[config.mk]
export PLATFORM = sky130hd
export DESIGN_NAME = pcm_rom_router
export DESIGN_NICKNAME = d
export VERILOG_FILES = /design/src/rtl/pcm_route_pkg.sv /design/src/rtl/pcm_route_cache.sv /design/src/rtl/pcm_rom_router.sv
export SDC_FILE = /design/constraint.sdc
export NUM_CORES = 1
export LEC_CHECK = 0
export BUFFER_PORTS_ARGS = -buffer_cell sky130_fd_sc_hd__buf_4
export CAP_MARGIN = 15
export CORE_MARGIN = 10
export CORE_UTILIZATION = 41
export DETAILED_ROUTE_END_ITERATION = 16
export REMOVE_ABC_BUFFERS = 1
export SKIP_CTS_REPAIR_TIMING = 1
export SYNTH_ARGS = -nofsm -noshare
export SYNTH_HDL_FRONTEND = slang
export SYNTH_HIERARCHICAL = 1
export SYNTH_SLANG_ARGS = --single-unit
[constraint.sdc]
create_clock -name CLK -period 4.5 [get_ports CLK]
set_input_delay 0.675 -clock CLK [delete_from_list [all_inputs] [get_ports CLK]]
set_output_delay 0.675 -clock CLK [all_outputs]
set_load 0.005 [all_outputs]
[src/rtl/pcm_route_pkg.sv]
`default_nettype none
// ============================================================================
//  Module      : pcm_route_pkg
//  Description : Shared state encoding and data width for the PCM ROM router.
//  Revision    : 1.0 - initial release
// ============================================================================
package pcm_route_pkg;

    localparam int c_data_w = 8;

    typedef enum logic [1:0] {
        IDLE = 2'd0,
        WAIT = 2'd1,
        RESP = 2'd2
    } state_t;

endpackage
`default_nettype wire

[src/rtl/pcm_route_cache.sv]
`default_nettype none
// ============================================================================
//  Module      : pcm_route_cache
//  Description : One-entry tag/data cache with combinational lookup.
//  Revision    : 1.0 - initial release
// ============================================================================
module pcm_route_cache
    import pcm_route_pkg::*;
#(
    parameter int AW = 24
) (
    input  logic                CLK,
    input  logic                invalidate,
    input  logic [AW-1:0]       lookup_addr,
    output logic                hit,
    output logic [c_data_w-1:0] hit_data,
    input  logic                wr_en,
    input  logic [AW-1:0]       wr_addr,
    input  logic [c_data_w-1:0] wr_data
);

    logic                r_valid;
    logic [AW-1:0]       r_tag;
    logic [c_data_w-1:0] r_data;

    always_ff @(posedge CLK) begin
        if (invalidate) begin
            r_valid <= 1'b0;
        end else if (wr_en) begin
            r_valid <= 1'b1;
            r_tag   <= wr_addr;
            r_data  <= wr_data;
        end
    end

    assign hit      = r_valid && (r_tag == lookup_addr);
    assign hit_data = r_data;

endmodule
`default_nettype wire

[src/rtl/pcm_rom_router.sv]
`default_nettype none
// ============================================================================
//  Module      : pcm_rom_router
//  Description : Routes byte reads to SDRAM PCM bank slots with a one-entry
//                cache. Optional macro PCMROUTE_TIMEOUT_EN adds a WAIT timeout.
//  Revision    : 1.0 - initial release
// ============================================================================
module pcm_rom_router
    import pcm_route_pkg::*;
#(
    parameter int NBANKS  = 3,
    parameter int BANK_AW = 22,
    parameter int AW      = 24,
    parameter int TIMEOUT = 255
) (
    input  logic                      CLK,
    input  logic                      RESET,
    input  logic                      REQ_RD,
    input  logic [AW-1:0]             REQ_ADDR,
    output logic [c_data_w-1:0]       REQ_DOUT,
    output logic                      REQ_VALID,
    output logic                      BUSY,
    output logic [NBANKS-1:0]         BANK_CS,
    output logic [NBANKS*BANK_AW-1:0] BANK_ADDR,
    input  logic [NBANKS-1:0]         BANK_OK,
    input  logic [NBANKS*c_data_w-1:0] BANK_DOUT,
    output logic                      TIMEOUT_ERR
);

    localparam int c_iw = AW - BANK_AW;

    state_t                    r_state;
    logic [AW-1:0]             r_addr;
    logic                      r_first;
    logic [NBANKS-1:0]         r_cs;
    logic [NBANKS*BANK_AW-1:0] r_bank_addr;
    logic [c_data_w-1:0]       r_dout;
    logic                      r_valid;
    logic                      r_busy;

    logic [c_iw-1:0]           w_req_idx;
    logic [BANK_AW-1:0]        w_req_off;
    logic                      w_in_range;
    logic [NBANKS-1:0]         w_cs_next;
    logic                      w_sel_ok;
    logic [c_data_w-1:0]       w_sel_data;
    logic                      w_bank_done;
    logic                      w_expired;
    logic                      w_hit;
    logic [c_data_w-1:0]       w_hit_data;

    assign w_req_idx  = REQ_ADDR[AW-1:BANK_AW];
    assign w_req_off  = REQ_ADDR[BANK_AW-1:0];
    assign w_in_range = (int'(w_req_idx) < NBANKS);

    // r_cs is one-hot during WAIT, so it doubles as the bank select mask
    always_comb begin
        w_cs_next  = '0;
        w_sel_data = '0;
        for (int k = 0; k < NBANKS; k++) begin
            if (int'(w_req_idx) == k)
                w_cs_next[k] = 1'b1;
            if (r_cs[k])
                w_sel_data = w_sel_data | BANK_DOUT[k*c_data_w +: c_data_w];
        end
    end

    assign w_sel_ok    = |(BANK_OK & r_cs);
    assign w_bank_done = (r_state == WAIT) && !r_first && w_sel_ok;

    pcm_route_cache #(
        .AW (AW)
    ) u_cache (
        .CLK         (CLK),
        .invalidate  (RESET),
        .lookup_addr (REQ_ADDR),
        .hit         (w_hit),
        .hit_data    (w_hit_data),
        .wr_en       (w_bank_done),
        .wr_addr     (r_addr),
        .wr_data     (w_sel_data)
    );

`ifdef PCMROUTE_TIMEOUT_EN
    localparam int c_cnt_w = $clog2(TIMEOUT + 1);

    logic [c_cnt_w-1:0] r_wait_cnt;
    logic               r_timeout_err;

    assign w_expired   = (r_state == WAIT) && !w_bank_done &&
                         (int'(r_wait_cnt) == TIMEOUT - 1);
    assign TIMEOUT_ERR = r_timeout_err;
`else
    assign w_expired   = 1'b0;
    assign TIMEOUT_ERR = 1'b0;
`endif

    always_ff @(posedge CLK) begin
        if (RESET) begin
            r_state     <= IDLE;
            r_addr      <= '0;
            r_first     <= 1'b0;
            r_cs        <= '0;
            r_bank_addr <= '0;
            r_dout      <= '0;
            r_valid     <= 1'b0;
            r_busy      <= 1'b0;
`ifdef PCMROUTE_TIMEOUT_EN
            r_wait_cnt    <= '0;
            r_timeout_err <= 1'b0;
`endif
        end else begin
            r_valid <= 1'b0;
            case (r_state)
                IDLE: begin
                    if (REQ_RD) begin
                        r_addr <= REQ_ADDR;
                        r_busy <= 1'b1;
                        if (w_hit) begin
                            r_state <= RESP;
                            r_dout  <= w_hit_data;
                            r_valid <= 1'b1;
                        end else if (!w_in_range) begin
                            r_state <= RESP;
                            r_dout  <= '0;
                            r_valid <= 1'b1;
                        end else begin
                            r_state <= WAIT;
                            r_first <= 1'b1;
                            r_cs    <= w_cs_next;
                            for (int k = 0; k < NBANKS; k++) begin
                                if (w_cs_next[k])
                                    r_bank_addr[k*BANK_AW +: BANK_AW] <= w_req_off;
                            end
`ifdef PCMROUTE_TIMEOUT_EN
                            r_wait_cnt <= '0;
`endif
                        end
                    end
                end
                WAIT: begin
                    r_first <= 1'b0;
`ifdef PCMROUTE_TIMEOUT_EN
                    r_wait_cnt <= r_wait_cnt + 1'b1;
`endif
                    if (w_bank_done) begin
                        r_state <= RESP;
                        r_dout  <= w_sel_data;
                        r_valid <= 1'b1;
                        r_cs    <= '0;
                    end else if (w_expired) begin
                        r_state <= RESP;
                        r_dout  <= '0;
                        r_valid <= 1'b1;
                        r_cs    <= '0;
`ifdef PCMROUTE_TIMEOUT_EN
                        r_timeout_err <= 1'b1;
`endif
                    end
                end
                RESP: begin
                    r_state <= IDLE;
                    r_busy  <= 1'b0;
                end
                default: begin
                    r_state <= IDLE;
                    r_busy  <= 1'b0;
                    r_cs    <= '0;
                end
            endcase
        end
    end

    assign REQ_DOUT  = r_dout;
    assign REQ_VALID = r_valid;
    assign BUSY      = r_busy;
    assign BANK_CS   = r_cs;
    assign BANK_ADDR = r_bank_addr;

endmodule
`default_nettype wire
* Yosys cells after proc, flatten, opt, wreduce, memory -nomap -nowiden
Index checks and enable logic that the tools add are counted.
Storage, ports and cells: output and inout port bits 80, latch bits 0, logic and storage cells 81, register bits 139, bits of input ports 54, RAM bits 0, memories 0, bits in read-only memories 0
Operators by class: mux-type cells 32, reduce and logical (&&, ||, !) cells 18, shift-type cells 0, bitwise logic cells 7, add/sub/neg operators 0, magnitude comparators 1, eq/ne operators 10, multipliers 0, divide/modulo/power cells 0
Operators with widths (number):
- $mux 8 | 7
- $eq 24x24->1 | 1
- $reduce_and 5->1 | 4
- $or 8x8->8 | 2
- $pmux 8 s2 | 1
- $mux 3 | 4
- $mux 1 | 11
- $pmux 3 s3 | 1
- $mux 2 | 4
- $reduce_and 2->1 | 4
- $reduce_and 4->1 | 2
- $eq 2x2->1 const B | 3
- $ne 2x2->1 const B | 3
- $pmux 1 s2 | 3
- $logic_not 2->1 | 2
- $not 1->1 | 4
- $pmux 2 s2 | 1
- $and 3x3->3 | 1
- $logic_and 1x1->1 | 3
- $ne 3x2->1 const B | 1
- $reduce_or 3->1 | 1
- $eq 2x1->1 const B | 1
- $lt 2x2->1 const B | 1
- $ne 2x1->1 const B | 1
- 2 further kinds | 2

* Depth between registers and ports, before layout
Gate-level depths: netlist of run 1.
depth after elaboration 7, depth in mapped cells 10, mapped depth without buffers 7

* Cells and area by module
The synthesis of run 1 kept the hierarchy.
By module, submodules not included:
- pcm_rom_router | sequential area each 2122.0 um2, instances 1, cells each 527, area an instance 4299.1 um2
- pcm_route_cache | sequential area each 980.9 um2, instances 1, cells each 69, area an instance 1263.7 um2

* Least setup slack after synthesis of run 1
OpenSTA, ideal clock, no wires.
kind in2reg, start point input port BANK_OK[0], end point register u_cache.r_data[0], in the netlist u_cache/hit_data[0] (enable), arrival 2.551 ns, required time 4.075 ns, buffers on the path 1, cell stages on the path 4, slack 1.523 ns, setup time 0.425 ns, cell sequence a222oi_1 > buf_2 > nor2_1 > nor2b_1
On the way: cells in the longest elaborated chain, start to end 4
RTL lines:
- start: declaration | line pcm_rom_router.sv:25 | input logic [NBANKS-1:0] BANK_OK,
- $and 3x3->3 | line pcm_rom_router.sv:68 | assign w_sel_ok = |(BANK_OK & r_cs);
- $reduce_or 3->1 | line pcm_rom_router.sv:68
- $logic_and 1x1->1 | line pcm_rom_router.sv:69 | assign w_bank_done = (r_state == WAIT) && !r_first && w_sel_ok;
- net w_bank_done | line pcm_rom_router.sv:47 | logic w_bank_done;
- $reduce_and 2->1 (no line)
- end signal: assignment | line pcm_route_cache.sv:32 | r_data <= wr_data;
- end: declaration | line pcm_route_cache.sv:24 | logic [c_data_w-1:0] r_data;
The timed path passes the listed nets, and every way through them passes these cells. A chain may end at the register's enable or synchronous reset.

* Worst setup path in the final report of run 1
start point input port REQ_ADDR[19], end point register r_bank_addr[22], in the netlist BANK_ADDR[22]
On the way: cells in the longest elaborated chain, start to end 4
RTL lines:
- start: declaration | line pcm_rom_router.sv:19 | input logic [AW-1:0] REQ_ADDR,
- $eq 24x24->1 | line pcm_route_cache.sv:36 | assign hit = r_valid && (r_tag == lookup_addr);
- $logic_and 1x1->1 | line pcm_route_cache.sv:36
- net w_hit | line pcm_rom_router.sv:49 | logic w_hit;
- $not 1->1 (no line)
- $reduce_and 5->1 (no line)
- end signal: indexed assignment | line pcm_rom_router.sv:133 | r_bank_addr[k*BANK_AW +: BANK_AW] <= w_req_off;
- end: declaration | line pcm_rom_router.sv:36 | logic [NBANKS*BANK_AW-1:0] r_bank_addr;
The timed path passes the listed nets, and every way through them passes these cells.

==> flow_metrics.py, run 1 <==
metrics = {
    "grt": {
        "grt_pass1_vias": 4779,
        "track_usage_pct": 17.0,
        "grt_pass1_wl_um": 25500,
        "grt_start_max_net_pins": 75,
        "antenna_found_initial": 0,
        "overflow": 0,
    },
    "synthesis": {
        "yosysTopAreaCell": "dfxtp_1",
        "avgSynthCellArea_sq_um": 9.33,
        "synth-warning-count": 6,
        "yosysSeqAreaShare_pct": 55.8,
        "yosysMostFrequentCell": "dfxtp_1",
        "netlist-cell-type-count": 34,
        "async_flop_share_pct": 0,
        "synth_edf_count": 32,
        "yosys_register_bits": 139,
        "synthTopCellsByCount": "107 x dfxtp_1, 97 x a21oi_1, 76 x nand3_1",
        "yosys-top-cells-area": "dfxtp_1 39%, edfxtp_1 17%, a21oi_1 8.7%, nand3_1 6.8%, o21ai_0 6.0%",
        "synth_top_flop_cell": "dfxtp_1",
        "synth_top_area_share_pct": 38.5,
        "syn_inst": 596,
        "synth_area_sq_um": 5560,
    },
    "floorplanning": {
        "die_width_um": 136,
        "die_area_sq_um": 18600,
        "start_util_pct": 42.0,
        "chipHeight_um": 136,
        "fp-row-count": 42,
        "io_pins": 134,
        "core-area_sq_um": 13200,
    },
    "place": {
        "dp_hpwl_um": 10500,
        "place_area_sq_um": 6630,
        "gp_congestion": 0.779,
        "numPortBuffers": 132,
    },
    "power_and_ir_drop": {
        "power_w": 0.00299,
        "switching_share_pct": 23.5,
        "p_leak_nw": 2.72,
        "max-vdd-ir-drop_v": 0.000257,
        "power_frac_comb_pct": 10.3,
        "power.share.clock_pct": 44.4,
        "p_seq_share_pct": 45.2,
        "p_switching_w": 0.000701,
        "power.internal_w": 0.00228,
        "pwr_density_cell_nw_per_um2": 413,
    },
    "clock_network": {
        "htree_levels": 4,
        "clock_sink_count": 139,
        "cts_tree": "yes",
        "clk_pin_slew_ns": 0.06,
        "clk-insertion-delay-late_ns": 0.41,
        "cts_root_buffer": "clkbuf_16",
        "cts_buffer_depth": 2,
        "cts_buffers": 17,
    },
    "sta": {
        "relSlewSlack_pct": 28.0,
        "finalCritPeriodShare_pct": 65.0,
        "finalHoldViolCount": 0,
        "max_freq_ghz": 0.342,
        "finalSetupViolCount": 0,
        "tightest_slew_ns": 1.08,
        "drv_slew": 0,
        "rsz0062_at_grt": "false",
        "layout_min_cycle_time_ns": 2.93,
        "skew_ns": 0.00777,
    },
    "critical_path": {
        "worst_setup_path_end_kind": "flip-flop",
        "crit_required_ns": 4.83,
        "critPathTopFamily": "simple AND/OR/NAND/NOR gates",
        "crit_path_cell_trace": "buf_4, xor2_1, nor4_1, nand3_1, nor4_2, buf_4, or4b_2, buf_4, o21ai_0, a21oi_1",
        "crit_buf_inv": 3,
        "crit_path_max_fanout": 40,
        "setup.worst_path.class": "primary input to flip-flop",
        "r2r_cells": 9,
        "cpPeakStageDelay_ns": 0.47,
        "arrival_ns": 3.25,
        "start_kind": "primary input",
        "cp.depth": 10,
        "slowest_stage": "or4b_2",
        "path_common_cell": "buf_4",
    },
    "layout": {
        "syn2layout_area_growth_pct": 29.8,
        "finalCoreUtilization_pct": 54.5,
        "drive_gt1_share_pct": 25.7,
        "n_fill_cell": 1219,
        "finalInstanceArea_sq_um": 7220,
        "fin_nets": 754,
        "antenna_cells": 0,
    },
    "drt": {
        "drc": 0,
        "num_vias": 4813,
        "wl_per_cell_um": 18.0,
        "vias_per_cell": 5.41,
        "drt_iter0_drc": 414,
        "detail-route-antenna-nets": 0,
        "wl_um": 16000,
        "dr.pass1.iters": 5,
    },
    "min_path": {
        "min_path_cells": 0,
        "hp-class": "flip-flop to flip-flop",
    },
    "flow_run": {
        "drv_cap": 0,
    },
    "run_status": {
        "status": "complete, no violations",
    },
}
per-stage QoR:
step,hold WS [ns],TNS (ns),worst slack (ns),std cells
finish,0.429,0,1.57,889
global route,0.435,0,1.26,889
CTS,0.428,0,1.56,888
detailed placement,0.412,0,1.14,856
global placement,0.410,0,1.25,855
floorplan,0.408,-173.39,-2.66,539
area by class of cell:
cell class / instances / area (sq um) / share of cell area (%)
Clock buffer: 25 / 508 / 7.03
Clock inverter: 7 / 60.1 / 0.832
Inverter: 16 / 60.1 / 0.832
Multi-Input combinational cell: 384 / 2180 / 30.1
Sequential cell: 139 / 3100 / 43.0
Tap cell: 176 / 220 / 3.05
Timing Repair Buffer: 142 / 1090 / 15.1
state kept, by name, summed over array words and instances, names as in the netlist:
| register | cells |
|---|---|
| r_addr | 24 |
| r_state | 2 |
| BANK_ADDR | 66 |
| u_cache/hit_data | 8 |
| REQ_DOUT | 8 |
| u_cache/r_valid | 1 |
| BANK_CS | 3 |
| BUSY | 1 |
| REQ_VALID | 1 |
| r_first | 1 |
| u_cache/r_tag | 24 |
power groups by stage:
stage / clock [W] / sequential [W] / combinational, W
finish: 0.00133 / 0.00135 / 0.000309
floorplan: 0 / 0.00137 / 0.000136
global placement: 0 / 0.00137 / 0.000300
detailed placement: 0 / 0.00138 / 0.000307
global route: 0.00141 / 0.00136 / 0.000341
CTS: 0.00135 / 0.00135 / 0.000309
cell families (layout without fill, tap and decap cells):
group | after synthesis | after routing | synth area share, %
AOI/OAI and AO/OA | 194 | 194 | 20.1
xor gates and xnor gates | 24 | 24 | 3.78
buffers and inverters | 73 | 190 | 5.56
DFF | 139 | 139 | 55.8
other | 1 | 1 | 0.0674
and+or+nand+nor | 165 | 165 | 14.7
path summary, 6_finish.rpt:
kind,start,endpoint,slack [ns]
worst max-delay path,REQ_ADDR[19],BANK_ADDR[22],1.57
worst min-delay path,r_addr[22],u_cache/r_tag[22],0.43
worst max register to register,u_cache/r_tag[19],BANK_ADDR[22],1.61
worst min register to register,r_addr[22],u_cache/r_tag[22],0.43
per-layer routing:
layer / vias up / track usage (%) / routed length, um
met1: 2288 / 21.6 / 6920
met3: 12 / 6.01 / 1440
met5: - / 0 / 0
li1: 2334 / - / -
met2: 179 / 26.4 / 7400
met4: 0 / 5.33 / 204
cell usage in the layout, fill, tap and decap left out, types with 12 or more instances in the layout:
cell type,netlist,final
a21oi_1,97,97
buf_4,1,140
clkbuf_16,0,19
dfxtp_1,107,107
edfxtp_1,32,32
inv_1,16,16
nand2_1,51,51
nand2b_1,12,12
nand3_1,76,76
o21ai_0,67,67
xor2_1,15,15
Note: power is estimated with default switching activity, not from simulation.
==> run 2, diff against run 1 <==
--- a/config.mk
+++ b/config.mk
@@ -5,6 +5,7 @@
 export SDC_FILE = /design/constraint.sdc
 export NUM_CORES = 1
 export LEC_CHECK = 0
+export ABC_AREA = 1
 export BUFFER_PORTS_ARGS = -buffer_cell sky130_fd_sc_hd__buf_4
 export CAP_MARGIN = 15
 export CORE_MARGIN = 10
==> constraint.sdc (replaced) <==
create_clock -name CLK -period 2.86 [get_ports CLK]
set_input_delay 0.429 -clock CLK [delete_from_list [all_inputs] [get_ports CLK]]
set_output_delay 0.429 -clock CLK [all_outputs]
set_load 0.005 [all_outputs]
==> run 2 against run 1 <==
  * Clock-buffer cell count down 5
  * Utilization up 0.67 points
  * Worst hold slack worse by 0.17 ns
  * Critical endpoint is now BANK_ADDR[54]
  * Largest cell class unchanged
==> flow_metrics.py, run 2 <==
metrics = {
    "clock_network": {
        "clk-insertion-delay-late_ns": 0.42,
        "cts_buffers": 17,
        "cts_root_buffer": "clkbuf_16",
        "cts_buffer_depth": 2,
        "clock_sink_count": 139,
        "cts_tree": "yes",
        "clk_pin_slew_ns": 0.06,
        "htree_levels": 4,
    },
    "grt": {
        "antenna_found_initial": 0,
        "grt_start_max_net_pins": 102,
        "grt_pass1_vias": 4516,
        "grt_pass1_wl_um": 22700,
        "overflow": 0,
        "track_usage_pct": 14.9,
    },
    "power_and_ir_drop": {
        "power_frac_comb_pct": 11.1,
        "p_seq_share_pct": 43.7,
        "p_leak_nw": 3.33,
        "power.share.clock_pct": 45.2,
        "power.internal_w": 0.00387,
        "p_switching_w": 0.00120,
        "max-vdd-ir-drop_v": 0.000389,
        "pwr_density_cell_nw_per_um2": 688,
        "switching_share_pct": 23.6,
    },
    "critical_path": {
        "start_kind": "flip-flop",
        "regToRegEndpoint": "BANK_ADDR[54]",
        "cp-startpoint": "u_cache/r_tag[21]",
        "crit_required_ns": 3.14,
        "r2r_start": "u_cache/r_tag[21]",
        "r2r_slack_ns": 0.60,
        "crit_end": "BANK_ADDR[54]",
        "crit_path_max_fanout": 43,
        "worst_setup_path_end_kind": "flip-flop",
        "setup.worst_path.class": "flip-flop to flip-flop",
        "r2r_cells": 14,
        "arrival_ns": 2.54,
    },
    "drt": {
        "num_vias": 4674,
        "drc": 0,
        "dr.pass1.iters": 5,
        "drt_iter0_drc": 236,
        "wl_um": 14100,
        "wl_per_cell_um": 14.1,
        "detail-route-antenna-nets": 0,
        "vias_per_cell": 4.66,
    },
    "layout": {
        "antenna_cells": 0,
        "multi_input_area_sq_um": 2000,
        "fin_cells": 1003,
        "largest_reg_flops": 66,
        "fin_nets": 868,
        "n_fill_cell": 1228,
        "final_common_cell": "buf_4",
        "drive_gt1_share_pct": 24.7,
        "syn2layout_area_growth_pct": 30.4,
        "final_cell_mix": "136 x buf_4, 113 x nand2_1, 107 x dfxtp_1",
        "seq_area_sq_um": 3100,
        "finalCoreUtilization_pct": 55.2,
    },
    "floorplanning": {
        "start_util_pct": 42.3,
        "io_pins": 134,
        "die_width_um": 137,
        "die_area_sq_um": 18900,
        "fp-row-count": 42,
        "core-area_sq_um": 13300,
        "chipHeight_um": 137,
    },
    "flow_run": {
        "drv_cap": 0,
    },
    "sta": {
        "rsz0062_at_grt": "false",
        "relSlewSlack_pct": 55.2,
        "fin_ws_ns": 0.603,
        "finalSetupViolCount": 0,
        "hold_ws_ns": 0.262,
        "tns_ns": 0,
        "finalHoldViolCount": 0,
        "layout_min_cycle_time_ns": 2.26,
        "max_freq_ghz": 0.443,
        "tightest_slew_ns": 0.670,
        "finalCritPeriodShare_pct": 78.9,
        "drv_slew": 0,
        "skew_ns": 0.0131,
    },
    "synthesis": {
        "async_flop_share_pct": 0,
        "synth_edf_count": 32,
        "syn_inst": 692,
        "synth_xor_area_share_pct": 0.930,
        "yosysMostFrequentCell": "nand2_1",
        "yosysSeqAreaShare_pct": 54.9,
        "synth_top_family_by_area": "simple AND/OR/NAND/NOR gates",
        "synth_area_sq_um": 5650,
        "netlist-cell-type-count": 28,
        "synth_mux_area_share_pct": 0,
        "synth_top_area_share_pct": 37.9,
        "avgSynthCellArea_sq_um": 8.16,
        "yosysTopAreaCell": "dfxtp_1",
        "yosys-top-cells-area": "dfxtp_1 38%, edfxtp_1 17%, nand2_1 7.5%, o21ai_0 7.4%, nor2_1 6.1%",
        "synth_compound_area_share_pct": 15.4,
        "synthSimpleGateAreaFrac_pct": 18.9,
        "synth_top_flop_cell": "dfxtp_1",
        "synthTopCellsByCount": "113 x nand2_1, 107 x dfxtp_1, 92 x nor2_1",
        "yosys.area_share.adder_pct": 0,
        "yosys_register_bits": 139,
        "synth-warning-count": 6,
    },
    "place": {
        "place_ws_ns": 0.409,
        "dp_hpwl_um": 9860,
        "dp.cells": 971,
        "numPortBuffers": 132,
        "gp_congestion": 0.762,
    },
    "min_path": {
        "hp-class": "primary input to flip-flop",
        "min_path_cells": 2,
    },
    "run_status": {
        "status": "complete, no violations",
    },
}
run 2: changes by cell type in the layout (fill, tap and decap cells not counted), sizes merged, moves of 5 or more:
cell	change
a21oi	-35
a222oi	-9
a311oi	-11
clkbuf	-5
inv	+78
nand2	+66
nand2b	-12
nand3	-58
nor2	+106
nor2b	-5
o21ai	+40
o221a	-8
xor2	-14
run 2: cell type report:
type                            count  area share [%]
Inverter                           93            4.77
Timing Repair Buffer              138            14.4
Clock inverter                     12            1.88
Tap cell                          176            2.99
Clock buffer                       20            6.64
Sequential cell                   139            42.1
Multi-Input combinational cell    425            27.2
run 2: logic make-up after synthesis:
group | Yosys count
buffers and inverters | 128
AND/OR/NAND/NOR | 247
AO/OA/AOI/OAI | 171
flip-flops | 139
other | 1
XOR/XNOR | 6
run 2: through the flow:
step / instance area (sq um) / total power (W)
CTS: 7370 / 0.00512
global placement: 6740 / 0.00281
detailed placement: 6740 / 0.00283
finish: 7370 / 0.00507
global route: 7370 / 0.00529
floorplan: 5450 / 0.00252
run 2: power by group through the flow:
stage | clock, W | sequential, W | combinational, W
floorplan | 0 | 0.00225 | 0.000271
global placement | 0 | 0.00225 | 0.000557
detailed placement | 0 | 0.00226 | 0.000569
CTS | 0.00233 | 0.00222 | 0.000572
global route | 0.00242 | 0.00223 | 0.000639
finish | 0.00229 | 0.00222 | 0.000561
run 2: critical path, cell delays in order, from the launching register on:
cell and delay [ns]:
edfxtp_1 0.40, inv_1 0.07, nand2_1 0.05, nand2_1 0.07, nor2_1 0.04, nand2_1 0.05, nor2_1 0.04, nand2_1 0.11
nor2_2 0.06, inv_2 0.08, nand2_2 0.08, inv_2 0.10, nand4_4 0.51, o21ai_0 0.41, a21oi_1 0.06
run 2: worst min-delay path by stage:
stage | slack [ns] | startpoint | endpoint
4_1_cts | 0.25 | RESET | BUSY
6_report | 0.26 | RESET | BUSY
3_3_place_gp | 0.41 | r_addr[23] | u_cache/r_tag[23]
5_1_grt | 0.27 | REQ_ADDR[17] | BANK_ADDR[17]
2_1_floorplan | 0.40 | r_addr[0] | u_cache/r_tag[0]
3_5_place_dp | 0.41 | r_addr[16] | u_cache/r_tag[16]
run 2: per-layer routing:
layer | global-route usage [%] | wire length (um) | vias to the layer above
li1 | - | - | 2455
met1 | 18.9 | 6490 | 2083
met2 | 23.8 | 6530 | 128
met3 | 5.35 | 1050 | 8
met4 | 3.69 | 59 | 0
met5 | 0 | 0 | -
==> run 3, diff against run 2 <==
--- a/config.mk
+++ b/config.mk
@@ -11,6 +11,7 @@
 export CORE_MARGIN = 10
 export CORE_UTILIZATION = 41
 export DETAILED_ROUTE_END_ITERATION = 16
+export PLACE_DENSITY = 0.66
 export REMOVE_ABC_BUFFERS = 1
 export SKIP_CTS_REPAIR_TIMING = 1
 export SYNTH_ARGS = -nofsm -noshare
==> constraint.sdc (replaced) <==
create_clock -name CLK -period 1.9 [get_ports CLK]
set_input_delay 0.285 -clock CLK [delete_from_list [all_inputs] [get_ports CLK]]
set_output_delay 0.285 -clock CLK [all_outputs]
set_load 0.005 [all_outputs]
==> run 3 against run 2 <==
  * Fmax grew 21%
  * First-iteration DRC count increased by 20%
  * Register-to-register slack worse by 0.57 ns
  * Largest cell class unchanged
  * Power is 45% higher
  * Final cell count grew 3.3%
  * Sequential share of layout area fell by 2.0 points
  * Clock-buffer cell count is 5 higher
  * Sequential cell count unchanged
==> flow_metrics.py, run 3 (synthesized netlist as in run 2, its figures left out) <==
metrics = {
    "layout": {
        "largest_reg_flops": 66,
        "final_cell_mix": "156 x buf_4, 110 x nand2_1, 107 x dfxtp_1",
        "fin_cells": 1036,
        "finalCoreUtilization_pct": 58.0,
        "antenna_cells": 0,
        "syn2layout_area_growth_pct": 37.0,
        "n_fill_cell": 1231,
        "final_common_cell": "buf_4",
        "drive_gt1_share_pct": 29.1,
        "fin_nets": 902,
    },
    "sta": {
        "finalSetupViolCount": 0,
        "skew_ns": 0.00802,
        "tightest_slew_ns": 0.508,
        "drv_slew": 0,
        "finalCritPeriodShare_pct": 98.2,
        "rsz0062_at_grt": "true",
        "max_freq_ghz": 0.536,
        "fin_ws_ns": 0.0351,
        "relSlewSlack_pct": 66.1,
        "layout_min_cycle_time_ns": 1.86,
        "finalHoldViolCount": 0,
    },
    "critical_path": {
        "r2r_start": "u_cache/r_tag[20]",
        "cp-startpoint": "u_cache/r_tag[20]",
        "crit_path_cell_trace": "nand2_1, o21ai_0, nor2_1, nand2_1, nor2_1, nand2_1, nor2_2, inv_2, nand2_4, inv_4, nand4_4, buf_12, o21ai_0, a21oi_1",
        "crit_required_ns": 2.25,
        "r2r_slack_ns": 0.04,
        "cpPeakStageDelay_ns": 0.38,
        "path_common_cell": "nand2_1",
        "start_kind": "flip-flop",
        "worst_setup_path_end_kind": "flip-flop",
        "setup.worst_path.class": "flip-flop to flip-flop",
        "arrival_ns": 2.21,
        "crit_path_max_fanout": 17,
        "slowest_stage": "edfxtp_1",
    },
    "min_path": {
        "hp-class": "primary input to flip-flop",
        "worstHoldStart": "RESET",
    },
    "clock_network": {
        "cts_tree": "yes",
        "cts_buffer_depth": 2,
        "htree_levels": 4,
        "cts_buffers": 17,
        "clock_sink_count": 139,
        "clk_pin_slew_ns": 0.06,
        "clk-insertion-delay-late_ns": 0.41,
        "cts_root_buffer": "clkbuf_16",
    },
    "floorplanning": {
        "start_util_pct": 42.3,
        "io_pins": 134,
        "core-area_sq_um": 13300,
        "die_area_sq_um": 18900,
        "die_width_um": 137,
        "chipHeight_um": 137,
        "fp-row-count": 42,
    },
    "drt": {
        "wl_um": 15000,
        "drt_iter0_drc": 283,
        "num_vias": 4934,
        "dr.pass1.iters": 4,
        "wl_per_cell_um": 14.5,
        "vias_per_cell": 4.76,
        "detail-route-antenna-nets": 0,
        "drc": 0,
    },
    "place": {
        "gp_congestion": 0.779,
        "place_ws_ns": -0.0763,
        "dp_hpwl_um": 10600,
        "dp.cells": 992,
        "numPortBuffers": 132,
    },
    "flow_run": {
        "drv_cap": 0,
    },
    "grt": {
        "track_usage_pct": 15.9,
        "antenna_found_initial": 0,
        "grt_pass1_vias": 4848,
        "overflow": 0,
        "grt_start_max_net_pins": 41,
        "grt_pass1_wl_um": 24400,
    },
    "run_status": {
        "status": "complete, no violations",
    },
    "power_and_ir_drop": {
        "pwr_density_cell_nw_per_um2": 951,
        "p_leak_nw": 3.53,
        "max-vdd-ir-drop_v": 0.000549,
    },
}
## run 3: cell count changes in the layout (fill, tap and decap cells not counted), sizes merged
cell      change
buf          +33
bufinv        -3
clkbuf        +5
clkinv        -1
clkinvlp      -1
inv           -1
nand2         +1
## run 3: per-layer routing
metal / vias up / track usage [%] / wire length [um]
met5: - / 0 / 0
met4: 0 / 4.39 / 166
met3: 17 / 5.46 / 1130
met2: 120 / 25.5 / 7060
met1: 2278 / 19.9 / 6670
li1: 2519 / - / -
## run 3: area by class of cell
class | instances | area (sq um) | share of cell area [%]
sequential | 139 | 3100 | 40.1
multi-input combinational | 426 | 2090 | 27.0
timing repair buffer | 171 | 1420 | 18.3
clock buffer | 25 | 518 | 6.69
inverter | 93 | 359 | 4.64
tap | 176 | 220 | 2.85
clock inverter | 6 | 33.8 | 0.437
## run 3: path summary, 6_finish.rpt
kind / cells past startpoint / endpoint
worst max-delay path: 14 / BANK_ADDR[43]
worst min-delay path: 2 / r_state[0]
worst max register to register: 14 / BANK_ADDR[43]
worst min register to register: 0 / u_cache/r_tag[21]
## run 3: stage by stage
stage	cell area [sq um]	power, W	setup TNS, ns	hold slack (ns)
floorplan	5450	0.00380	-25.06	0.354
global placement	6990	0.00430	-0.211	0.406
detailed placement	6990	0.00432	-0.548	0.410
CTS	7540	0.00739	-0.810	0.109
global route	7740	0.00770	-4.66	0.120
finish	7740	0.00736	0	0.129
## run 3: power by group
part	switching [W]	internal [W]
logic	0.000541	0.000453
registers	0.0000943	0.00322
clock network	0.00117	0.00188
## run 3: critical path: cells and delay by family (launching register included)
| family | cells | cell delay (ns) |
|---|---|---|
| simple gates | 8 | 0.82 |
| buf+inv | 3 | 0.29 |
| flops | 1 | 0.38 |
| compound gates | 3 | 0.30 |
